===== config.mk =====
export PLATFORM = sky130hd
export DESIGN_NAME = sw_debounce
export DESIGN_NICKNAME = d
export VERILOG_FILES = /design/src/rtl/sw_debounce.sv
export SDC_FILE = /design/constraint.sdc
export NUM_CORES = 1
export LEC_CHECK = 0
export ABC_AREA = 1
export CAP_MARGIN = 20
export CORE_AREA = 2 2 195 197
export DETAILED_ROUTE_END_ITERATION = 12
export DIE_AREA = 0 0 197 199
export GPL_TIMING_DRIVEN = 0
export PLACE_DENSITY = 0.66
export SLEW_MARGIN = 5
export SYNTH_ARGS = -nofsm -noshare
export SYNTH_HDL_FRONTEND = slang
export SYNTH_SLANG_ARGS = --single-unit

===== constraint.sdc =====
create_clock -name clk -period 2.3 [get_ports clk]
set_clock_uncertainty 0.2 [all_clocks]
set_input_delay 0.46 -clock clk [delete_from_list [all_inputs] [get_ports clk]]
set_output_delay 0.46 -clock clk [all_outputs]
set_load 0.1 [all_outputs]

===== src/rtl/sw_debounce.sv =====
// rtl/sw_debounce.sv - two-flop synchroniser plus per-bit debounce for board switches; SW_HOLD_EN adds the hold input
module sw_debounce #(
   parameter int WIDTH     = 16,
   parameter int DB_CYCLES = 1_000_000
) (
   input  logic             clk,
   input  logic             rst_n,
`ifdef SW_HOLD_EN
   input  logic             hold,
`endif
   input  logic [WIDTH-1:0] sw_raw,
   output logic [WIDTH-1:0] sw_db,
   output logic             sw_chg
);

   localparam int               CNT_W    = $clog2(DB_CYCLES + 1);
   localparam logic [CNT_W-1:0] CNT_LAST = CNT_W'(DB_CYCLES - 1);

   logic [WIDTH-1:0] s1;
   logic [WIDTH-1:0] s2;
   logic [CNT_W-1:0] cnt     [WIDTH];
   logic [CNT_W-1:0] cnt_nxt [WIDTH];
   logic [WIDTH-1:0] upd;
   logic             hold_i;

`ifdef SW_HOLD_EN
   assign hold_i = hold;
`else
   assign hold_i = 1'b0;
`endif

   // two-stage synchroniser, nothing between the stages
   always_ff @(posedge clk or negedge rst_n) begin
      if (!rst_n) begin
         s1 <= '0;
         s2 <= '0;
      end else begin
         s1 <= sw_raw;
         s2 <= s1;
      end
   end

   // per-bit count of consecutive cycles the synchronised level differs from sw_db;
   // the last count position accepts the new level instead of incrementing, so the
   // counter tops out at DB_CYCLES-1 and cannot wrap
   always_comb begin
      upd = '0;
      for (int i = 0; i < WIDTH; i++) begin
         cnt_nxt[i] = '0;
         if (!hold_i && (s2[i] != sw_db[i])) begin
            if (cnt[i] == CNT_LAST) begin
               upd[i] = 1'b1;
            end else begin
               cnt_nxt[i] = cnt[i] + CNT_W'(1);
            end
         end
      end
   end

   // counters, debounced value and the change pulse registered together
   always_ff @(posedge clk or negedge rst_n) begin
      if (!rst_n) begin
         for (int i = 0; i < WIDTH; i++) begin
            cnt[i] <= '0;
         end
         sw_db  <= '0;
         sw_chg <= 1'b0;
      end else begin
         for (int i = 0; i < WIDTH; i++) begin
            cnt[i] <= cnt_nxt[i];
         end
         sw_db  <= sw_db ^ upd;
         sw_chg <= |upd;
      end
   end

endmodule

==> Yosys cells after proc, flatten, opt, wreduce, memory -nomap -nowiden <==
Cells that the tools add are included.
{ "word_totals": {"register_bits": 369, "input_bits": 18, "elab_cells": 134} }
{ "op_classes": {"n_addsub": 16, "eq_ne": 32, "muxes": 64, "n_bitwise": 1, "reduce_logical": 1} }
{ "ops": {"columns": ["cell", "n"], "rows": [
  ["20-bit two-way mux", 32],
  ["20-bit by 1-bit adder with 20-bit output (second input constant)", 16],
  ["20-bit equality test (second input constant)", 16],
  ["1-bit two-way mux", 32],
  ["1-bit != test", 16],
  ["16-bit OR reduction", 1],
  ["16-bit XOR", 1]
]} }

==> Longest topological paths before layout <==
{ "logic_depth": {"word_depth": 4, "mapped_depth": 11} }

==> Least setup slack after synthesis <==
OpenSTA, ideal clock, no wires.
{ "synth_timing": {"path_kind": "register to register", "from": "reg (tool-made name)", "to": "reg cnt[243] (netlist bit)", "setup_time_ns": 0.088, "t_arrival_ns": 1.814, "required_time_ns": 2.012, "slack_ns": 0.197, "stages_incl_launch_ff": 5, "path_buffers": 0, "period_less_slack_ns": 2.103, "path_cell_list": "dfrtp_1 > xnor2_1 > nor2_2 > inv_2 > nor3b_1"} }
{ "synth_rtl": {"columns": ["item", "line_no", "text"], "rows": [
  ["end signal, assigned by index", "70", "cnt[i] <= cnt_nxt[i];"],
  ["end, declared", "21", "logic [CNT_W-1:0] cnt [WIDTH];"]
]} }

==> results.toml <==
[yosys]
synth_cell_types = 44
ys.flop_type = "dfrtp_1"
ys_ff_latch = 369
synth_warnings = 0
syn_nets = 2283
syn_area_sq_um = 18400
netlist_instances = 2249
synth_edf_count = 0
yosysSeqAreaShare = 0.502
synth_area_per_cell_sq_um = 8.17
synthArstFlopShare = 1.00

[cells_and_area]
drive_above_1_share = 0.0969
mostFrequentLayoutCell = "nor2_1"
utilization = 0.565
num-nets-final = 2367
syn_to_final_growth_pct = 14.1
antenna_cells = 0
most-common-layout-cells = "nor2_1, nand2_1, dfrtp_1"
fin_cells = 2838

[worst_setup_path]
slowest_stage = "clkdlybuf4s15_2"
r2r_cells = 8
worstSetupEndpointType = "primary output"
cpLargestDelayFamily = "buffers and inverters"
worstPathRequired_ns = 1.64
start_kind = "register"
cp_max_fo = 3
arrival_ns = 1.55
critical_path_class = "reg -> out"
crit_cells = 1
slowest_delay_ns = 0.58
path_cells = "clkdlybuf4s15_2"
crit_buf_inv = 1

[detailed_routing]
vias = 14309
first_pass_iters = 5
drc = 0
wl_mm = 34.9
initialDrtViolationCount = 857
ant_nets = 0
viasPerCell = 5.04
wire_per_inst_microns = 12.3

[grt]
top_usage_layer = "met2"
grt_start_max_net_pins = 106
grtUsageMet3 = 0.0290
met1_usage = 0.246
grt_pass1_vias = 14328
met2_usage = 0.325
grt_pass1_wl_mm = 62.8
grt_use_total = 0.189
grt_antenna_before_repair = 0
grt-ovfl-total = 0

[hold_path]
hold_path_class = "reg -> reg"
holdPathStages = 0

[sta]
worst_slew_pin_slew_ns = 0.780
finalCritPeriodShare = 0.959
finalMaxSlewViolations = 0
min_period_ns = 2.21
fin_tns_setup_ns = 0
setup-violations-final = 0
hold_viol_final = 0
slew_headroom = 0.476
rsz0062_at_grt = "no"
timing.fmax_mhz = 453

[power_and_ir_drop]
power_frac_seq = 0.465
p_sw_frac = 0.213
total_power_mw = 14.3
combPwrFrac = 0.031
clock_power_share = 0.504
p_int_mw = 11.3
powerDensity_nw_per_um2 = 682
switchingPower_mw = 3.04
irDropWorstVdd_uv = 635
p_leak_nw = 9.25

[floorplan]
dieArea_sq_um = 39200
fp-row-count = 71
die_w_microns = 197
io_pins = 35
fp.dieH_microns = 199
core-area_sq_um = 37100
initial_utilization = 0.495

[cts]
cts_inserted_buffers = 43
cts_buffer_depth = 3
htreeDepth = 2
cts_sinks = 369
post_cts_buffers = 0
ctsRootBufferMaster = "clkbuf_16"
cts_tree = "built"
clk_pin_slew_worst_paths_ns = 0.06
clkLatencyLatePin_ns = 0.54

[placement]
place_hpwl_mm = 24.7
dp.cells = 2761
port-buffer-count = 34
gp_congestion = 0.864

[run]
cap_violations = 0

[status]
status = "finished clean"
per-layer routing:
metal | wire [microns] | share of wire | vias to the layer above
li1 | - | - | 7340
met1 | 16500 | 0.47 | 6725
met2 | 16400 | 0.47 | 185
met3 | 1200 | 0.034 | 59
met4 | 827 | 0.024 | 0
met5 | 0 | 0 | -
layout make-up:
class | count | area [sq um]
timing repair buffer | 39 | 487
clock buffer | 56 | 1230
clock inverter | 20 | 290
buffer | 5 | 30.0
fill | 3340 | 16200
sequential | 369 | 9230
inverter | 313 | 1170
tap | 474 | 593
multi-input combinational | 1562 | 7940
cell usage after synthesis (10+ instances only):
library cell,number,share of area
nor2_4,18,0.011
xnor2_1,25,0.012
nand3_1,104,0.028
ha_1,16,0.011
nor4_1,10,0.0034
inv_2,10,0.0020
nand4_1,36,0.012
xor2_1,71,0.034
nor3b_1,33,0.013
nor2_2,39,0.013
inv_1,303,0.062
o21ai_0,69,0.019
dfrtp_1,369,0.50
a21oi_1,106,0.029
mux2_2,13,0.0080
nand2_2,23,0.0078
a211oi_1,12,0.0049
nor2_1,422,0.086
nand2_1,400,0.082
nor3_1,105,0.029
cell families (layout without fill, tap and decap cells):
logic type,Yosys count,in the layout,synth area share
mux,13,13,0.00796
simple gates,1226,1226,0.305
fa+ha+maj,16,16,0.0109
buf+inv,318,433,0.0655
xor+xnor,96,96,0.0457
compound gates,211,211,0.0621
flops,369,369,0.502
worst paths after layout:
path                               start        end  slack, ns
worst max-delay path            register  sw_db[12]       0.09
worst max register to register  cnt[160]   cnt[177]       0.25
max in group asynchronous          rst_n      s2[1]       0.53
worst min-delay path               s1[2]      s2[2]       0.14
worst min register to register     s1[2]      s2[2]       0.14
min in group asynchronous          rst_n   cnt[214]       0.19
flip-flops by register name, indices dropped and copies added, names as in the netlist, named ones only:
register  cells
cnt         320
s1           16
s2           16
sw_chg        1
power by group through the flow:
stage	Clock, mW	Sequential, mW	Combinational, mW
finish	7.21	6.65	0.447
global route	7.69	6.66	0.532
CTS	7.42	6.65	0.466
detailed placement	0	6.77	0.462
global placement	0	6.78	0.429
floorplan	0	6.76	0.217
repair_timing:
action | 4_1_cts | 5_1_grt
endpoints found under the hold margin | 107 | 0
setup endpoints to repair | 17 | 0
gates resized for setup | 51 | 0
hold buffers | 1 | 0
metrics by stage:
stage | worst slack, ns | hold slack (ns) | instance area [sq um]
floorplan | 0.197 | -0.0356 | 18400
global placement | -15.84 | 0.133 | 19300
detailed placement | 0.0719 | 0.136 | 19400
CTS | 0.0592 | 0.133 | 21000
global route | 0.0427 | 0.138 | 21000
finish | 0.0942 | 0.144 | 21000
No activity file was read; power rests on OpenSTA's default activity.
